File: src/rtl/uart_tx_feeder.sv
// uart_tx_feeder
//   Byte FIFO plus word packer feeding a multi-byte UART transmitter.
//   Bytes are queued, then DATA_WIDTH/8 of them are packed into one word
//   (first byte in the MSBs). A one-cycle send_en accompanies each word, and
//   no further word is started until the transmitter answers with Tx_Done.
//
// Ports
//   Clk, Rst        clock (rising edge), asynchronous active-high reset
//   wr_data, wr_en  byte enqueue, one byte per cycle
//   flush           pulse: send the pending partial word, zero padded
//   full, empty     FIFO status (registered)
//   count           FIFO occupancy (registered)
//   wr_drop         one-cycle pulse: a write arrived while full and was lost
//   data, send_en   packed word and its start strobe to the transmitter
//   Tx_Done         one-cycle pulse from the transmitter: word sent
//   busy            packer is not idle
//
// Optional build macro: UART_FEED_TIMEOUT_EN
//   When defined, a partial word left idle for TIMEOUT_CYCLES cycles is
//   flushed automatically. When undefined, a partial word leaves only on flush.

module uart_tx_feeder #(
  parameter int DATA_WIDTH     = 16,
  parameter int FIFO_DEPTH     = 16,
  parameter int ADDR_WIDTH     = 4,
  parameter int TIMEOUT_CYCLES = 1000
) (
  input  logic                  Clk,
  input  logic                  Rst,
  input  logic [7:0]            wr_data,
  input  logic                  wr_en,
  input  logic                  flush,
  output logic                  full,
  output logic                  empty,
  output logic [ADDR_WIDTH:0]   count,
  output logic                  wr_drop,
  output logic [DATA_WIDTH-1:0] data,
  output logic                  send_en,
  input  logic                  Tx_Done,
  output logic                  busy
);

  localparam int BYTES = DATA_WIDTH / 8;

  localparam logic [ADDR_WIDTH:0]   C_ZERO  = (ADDR_WIDTH+1)'(0);
  localparam logic [ADDR_WIDTH:0]   C_ONE   = (ADDR_WIDTH+1)'(1);
  localparam logic [ADDR_WIDTH:0]   C_BYTES = (ADDR_WIDTH+1)'(BYTES);
  localparam logic [ADDR_WIDTH:0]   C_LAST  = (ADDR_WIDTH+1)'(BYTES - 1);
  localparam logic [ADDR_WIDTH:0]   C_DEPTH = (ADDR_WIDTH+1)'(FIFO_DEPTH);
  localparam logic [ADDR_WIDTH-1:0] P_ONE   = ADDR_WIDTH'(1);

  typedef enum logic [1:0] {
    S_IDLE = 2'd0,
    S_LOAD = 2'd1,
    S_SEND = 2'd2,
    S_WAIT = 2'd3
  } state_t;

  state_t                r_state;
  logic [7:0]            r_mem [FIFO_DEPTH];
  logic [ADDR_WIDTH-1:0] r_wptr;
  logic [ADDR_WIDTH-1:0] r_rptr;
  logic [ADDR_WIDTH:0]   r_ld_cnt;
  logic [DATA_WIDTH-1:0] r_word;
  logic                  r_flush_pend;

  logic                  w_push;
  logic                  w_pop;
  logic [ADDR_WIDTH:0]   w_count_next;
  logic [7:0]            w_byte;
  logic [DATA_WIDTH-1:0] w_word_next;
  logic                  w_ld_last;
  logic                  w_start;
  logic                  w_timeout;

  // A write is refused whenever the FIFO is full, even if a pop happens in the same cycle.
  assign w_push      = wr_en & ~full;
  assign w_pop       = (r_state == S_LOAD) & ~empty;
  // An empty FIFO during LOAD supplies a zero pad byte instead of popping.
  assign w_byte      = empty ? 8'h00 : r_mem[r_rptr];
  assign w_word_next = (r_word << 8) | DATA_WIDTH'(w_byte);
  assign w_ld_last   = (r_state == S_LOAD) && (r_ld_cnt == C_LAST);
  assign w_start     = (count >= C_BYTES) || (r_flush_pend && (count != C_ZERO));

  // Next occupancy from this cycle's push/pop pair.
  always_comb begin
    w_count_next = count;
    case ({w_push, w_pop})
      2'b10:   w_count_next = count + C_ONE;
      2'b01:   w_count_next = count - C_ONE;
      default: w_count_next = count;
    endcase
  end

  // Byte storage; contents need no reset because the pointers define validity.
  always_ff @(posedge Clk) begin
    if (w_push) begin
      r_mem[r_wptr] <= wr_data;
    end
  end

  // FIFO pointers, registered status flags and the drop pulse.
  always_ff @(posedge Clk or posedge Rst) begin
    if (Rst) begin
      r_wptr  <= '0;
      r_rptr  <= '0;
      count   <= '0;
      full    <= 1'b0;
      empty   <= 1'b1;
      wr_drop <= 1'b0;
    end else begin
      if (w_push) r_wptr <= r_wptr + P_ONE;
      if (w_pop)  r_rptr <= r_rptr + P_ONE;
      count   <= w_count_next;
      full    <= (w_count_next == C_DEPTH);
      empty   <= (w_count_next == C_ZERO);
      wr_drop <= wr_en & full;
    end
  end

`ifdef UART_FEED_TIMEOUT_EN
  localparam int TO_W = $clog2(TIMEOUT_CYCLES + 1);
  localparam logic [TO_W-1:0] C_TO_ONE  = TO_W'(1);
  localparam logic [TO_W-1:0] C_TO_LAST = TO_W'(TIMEOUT_CYCLES - 1);
  localparam logic [TO_W-1:0] C_TO_FULL = TO_W'(TIMEOUT_CYCLES);

  logic [TO_W-1:0] r_to_cnt;
  logic            w_to_run;

  assign w_to_run  = (r_state == S_IDLE) && (count != C_ZERO) && (count < C_BYTES);
  // Fires on the edge where the idle count reaches TIMEOUT_CYCLES.
  assign w_timeout = w_to_run && (r_to_cnt == C_TO_LAST);

  // Idle counter for a stranded partial word; saturates at the timeout value.
  always_ff @(posedge Clk or posedge Rst) begin
    if (Rst) begin
      r_to_cnt <= '0;
    end else if (w_push || ((r_state == S_IDLE) && w_start)) begin
      r_to_cnt <= '0;
    end else if (w_to_run && (r_to_cnt != C_TO_FULL)) begin
      r_to_cnt <= r_to_cnt + C_TO_ONE;
    end
  end
`else
  // No auto-flush in this build; the expression is constant false.
  assign w_timeout = (TIMEOUT_CYCLES < 0);
`endif

  // Packer FSM with registered data/send_en/busy and the pending-flush flag.
  always_ff @(posedge Clk or posedge Rst) begin
    if (Rst) begin
      r_state      <= S_IDLE;
      r_ld_cnt     <= '0;
      r_word       <= '0;
      r_flush_pend <= 1'b0;
      data         <= '0;
      send_en      <= 1'b0;
      busy         <= 1'b0;
    end else begin
      send_en <= 1'b0;

      // A flush request on an empty FIFO has nothing to send and is ignored.
      if ((flush || w_timeout) && (count != C_ZERO)) begin
        r_flush_pend <= 1'b1;
      end else if (((r_state == S_IDLE) && (count == C_ZERO)) ||
                   (w_ld_last && (w_count_next == C_ZERO))) begin
        r_flush_pend <= 1'b0;
      end

      case (r_state)
        S_IDLE: begin
          if (w_start) begin
            r_state  <= S_LOAD;
            r_ld_cnt <= '0;
            busy     <= 1'b1;
          end
        end
        S_LOAD: begin
          r_word <= w_word_next;
          if (w_ld_last) begin
            // Word and strobe leave together so the transmitter sees both at once.
            r_state <= S_SEND;
            data    <= w_word_next;
            send_en <= 1'b1;
          end else begin
            r_ld_cnt <= r_ld_cnt + C_ONE;
          end
        end
        S_SEND: begin
          r_state <= S_WAIT;
        end
        S_WAIT: begin
          if (Tx_Done) begin
            r_state <= S_IDLE;
            busy    <= 1'b0;
          end
        end
        default: begin
          r_state <= S_IDLE;
          busy    <= 1'b0;
        end
      endcase
    end
  end

endmodule
File: config.mk
export PLATFORM = sky130hd
export DESIGN_NAME = uart_tx_feeder
export DESIGN_NICKNAME = d
export VERILOG_FILES = /design/src/rtl/uart_tx_feeder.sv
export SDC_FILE = /design/constraint.sdc
export NUM_CORES = 1
export LEC_CHECK = 0
export CAP_MARGIN = 20
export CORE_MARGIN = 1
export CORE_UTILIZATION = 50
export CTS_BUF_LIST = sky130_fd_sc_hd__clkbuf_4 sky130_fd_sc_hd__clkbuf_8
export CTS_CLUSTER_SIZE = 25
export DETAILED_ROUTE_END_ITERATION = 12
export PLACE_DENSITY = 0.68
export SYNTH_ARGS = -nofsm -noshare
export SYNTH_HDL_FRONTEND = slang
export SYNTH_SLANG_ARGS = --single-unit
File: constraint.sdc
create_clock -name Clk -period 4.7 [get_ports Clk]
set_input_delay 0.705 -clock Clk [delete_from_list [all_inputs] [get_ports Clk]]
set_output_delay 0.705 -clock Clk [all_outputs]
set_load 0.005 [all_outputs]
==> results.toml <==
[run_status]
outcome = "complete, no violations"

[synth]
synthCells = 450
synth_seq_area_share_pct = 69.1
synth_top_area_share_pct = 52.1
synth_nets = 478
ys_ff_latch = 178
synth_top_area_cell = "edfxtp_1"
synth.distinct_cells = 44
synth_warnings = 0
yosys_most_used_dff = "edfxtp_1"
syn_area_um2 = 7380
ys_top_cells_by_area = "edfxtp_1 52%, dfrtp_1 17%, mux4_2 9.8%"
syn_avg_cell_area_um2 = 16.4
async_flop_share_pct = 28.1
synth_enable_flop_cells = 128

[setup_path]
r2r_start = "r_state[1]"
cp-start-kind = "input pin"
worstSetupPathType = "in -> reg"
rrSetupSlack_ns = 1.71
r2r-end = "r_flush_pend"
worstSetupEndpointType = "register"
max_stage_delay_ns = 0.49
slowest_stage = "clkdlybuf4s50_1"
critical_path.most_common_cell = "xnor2_1"
crit_fanout = 11
reg2reg_depth = 13
path_cells = "clkdlybuf4s50_1 > nor2b_1 > buf_4 > inv_1 > nand2_1 > xnor2_1 > ha_1 > a21o_1 > and3_1 > nor3_1 > xnor2_1 > nand4_1 > o41a_1"
cp.arrival_ns = 3.45
crit_required_ns = 5.03

[grt]
gr-usage-all-layers_pct = 18.6
grt-ovfl-total = 0
antenna_found_initial = 0
grt_pass1_wl_um = 20600
grt_max_degree = 51
grt_pass1_vias = 3877

[sta]
rsz0062_at_grt = "no"
setup_tns_ns = 0
period_minus_slack_ns = 3.12
period_share_pct = 66.4
final_max_slew_viol_count = 0
setup_viol = 0
slew_headroom_pct = 28.3
worstMarginPinSlew_ns = 1.08
fmax_mhz = 320
hold_slack_ns = 0.482
hold_violations = 0
finClkSkew_ns = 0.0166

[routing]
wire_per_inst_um = 18.8
ant_nets = 0
firstDrtPassIters = 4
viasPerCell = 5.70
drc = 0
drt_iter0_markers = 265
drt-total-wl_um = 12900
vias = 3923

[cts]
clk-insertion-delay-late_ns = 0.46
cts_buffer_depth = 2
hold_buffers = 0
htree_levels = 4
ctsResizeCount = 0
clockRootBuffer = "clkbuf_8"
cts_sinks = 178
post-cts-setup-buffers = 0
path_clk_slew_ns = 0.09
cts_tree = "yes"
cts_buffers = 17

[hold_path]
hold_path_depth = 2
hold_path_class = "reg -> reg"
hp-start = "r_word[4]"
min_to = "r_word[4]"

[finish]
final_cell_count_no_fill = 688
syn2layout_area_growth_pct = 12.8
final_common_cell = "edfxtp_1"
layout-drive-gt1-share_pct = 17.7
postLayoutCellArea_um2 = 8320
layout_common_cells = "128 x edfxtp_1, 48 x dfrtp_1, 40 x nand2_1"
fill_cells = 1098
final_nets = 520
diodes = 0

[die]
die_h_um = 123
die_width_um = 123
rows = 44
core_um2 = 14500
io-pin-count = 39
dieArea_um2 = 15200
start_util_pct = 50.9

[power_and_ir_drop]
leakagePower_nw = 2.96
p_per_area_nw_per_um2 = 601
vdd_drop_max_uv = 227
fin_total_pwr_mw = 5.00

[placed_design]
gp_congestion = 0.765
place_area_um2 = 7920
io_buffer_count = 38
dp_hpwl_um = 8680
numPlacedInstances = 656

[job]
cap_violations = 0
## synthesized netlist by cell type (all sizes together), types with 9 or more instances
cell	n
o41ai	16
xnor2	9
nor2	17
mux2	9
mux2i	9
nor2b	11
mux4	32
clkbuf	11
and2	9
buf	13
ha	15
inv	15
edfxtp	128
dfrtp	49
o21ai	12
nand2	40
## sequential cells by signal, summed over array words and instances (netlist names), 2 cells and up
name,flops
r_state,2
r_mem,128
data,16
r_rptr,4
count,5
r_wptr,4
r_ld_cnt,5
r_word,8
## critical path, delay by kind of cell
kind	cells	cell delay [ns]
fa+ha+maj	1	0.21
buf+inv	3	0.80
xor+xnor	2	0.26
simple gates	5	0.86
compound gates	2	0.60
## power breakdown
part	leakage (nW)	switching [mW]	total, mW	internal, mW
sequential	1.77	0.333	2.34	2.00
combinational	1.00	0.808	1.68	0.873
clock	0.188	0.548	0.981	0.433
total	2.96	1.69	5.00	3.31
## final cells by class
type / instances / area (um2) / area share (%)
Clock buffer: 18 / 241 / 2.90
Clock inverter: 13 / 128 / 1.53
Inverter: 15 / 58.8 / 0.707
Multi-Input combinational cell: 233 / 2100 / 25.2
Sequential cell: 178 / 5100 / 61.3
Tap cell: 184 / 230 / 2.77
Timing Repair Buffer: 47 / 465 / 5.59
## layer usage
layer,global-route usage [%],routed length [um]
met5,0,0
met4,5.87,109
met3,4.98,506
met2,29.9,6290
met1,24.8,6000
## worst max-delay path by stage
stage	from	endpoint	slack, ns
after floorplan	wr_en	r_flush_pend	2.05
after global placement	wr_en	r_flush_pend	1.30
after detailed placement	wr_en	r_flush_pend	1.14
after CTS	wr_en	r_flush_pend	1.61
after global routing	wr_en	r_flush_pend	1.41
final	wr_en	r_flush_pend	1.58
## kinds of logic (layout without fill, tap and decap cells)
group	count (synthesis)	after routing	share of synthesized area, %
adder cells (fa/ha/maj)	15	15	2.54
XOR/XNOR	10	10	1.19
buffers and inverters	39	93	2.44
AND/OR/NAND/NOR	102	102	6.82
flip-flops	178	178	69.1
AO/OA/AOI/OAI	56	56	5.55
multiplexers	50	50	12.4
## per-stage QoR
step,setup WS (ns),utilization [%]
2_1_floorplan,2.05,-
3_3_place_gp,1.30,54.7
3_5_place_dp,1.14,54.7
4_1_cts,1.61,57.3
5_1_grt,1.41,57.5
6_report,1.58,57.5
Power figures use the tool's default switching activity.
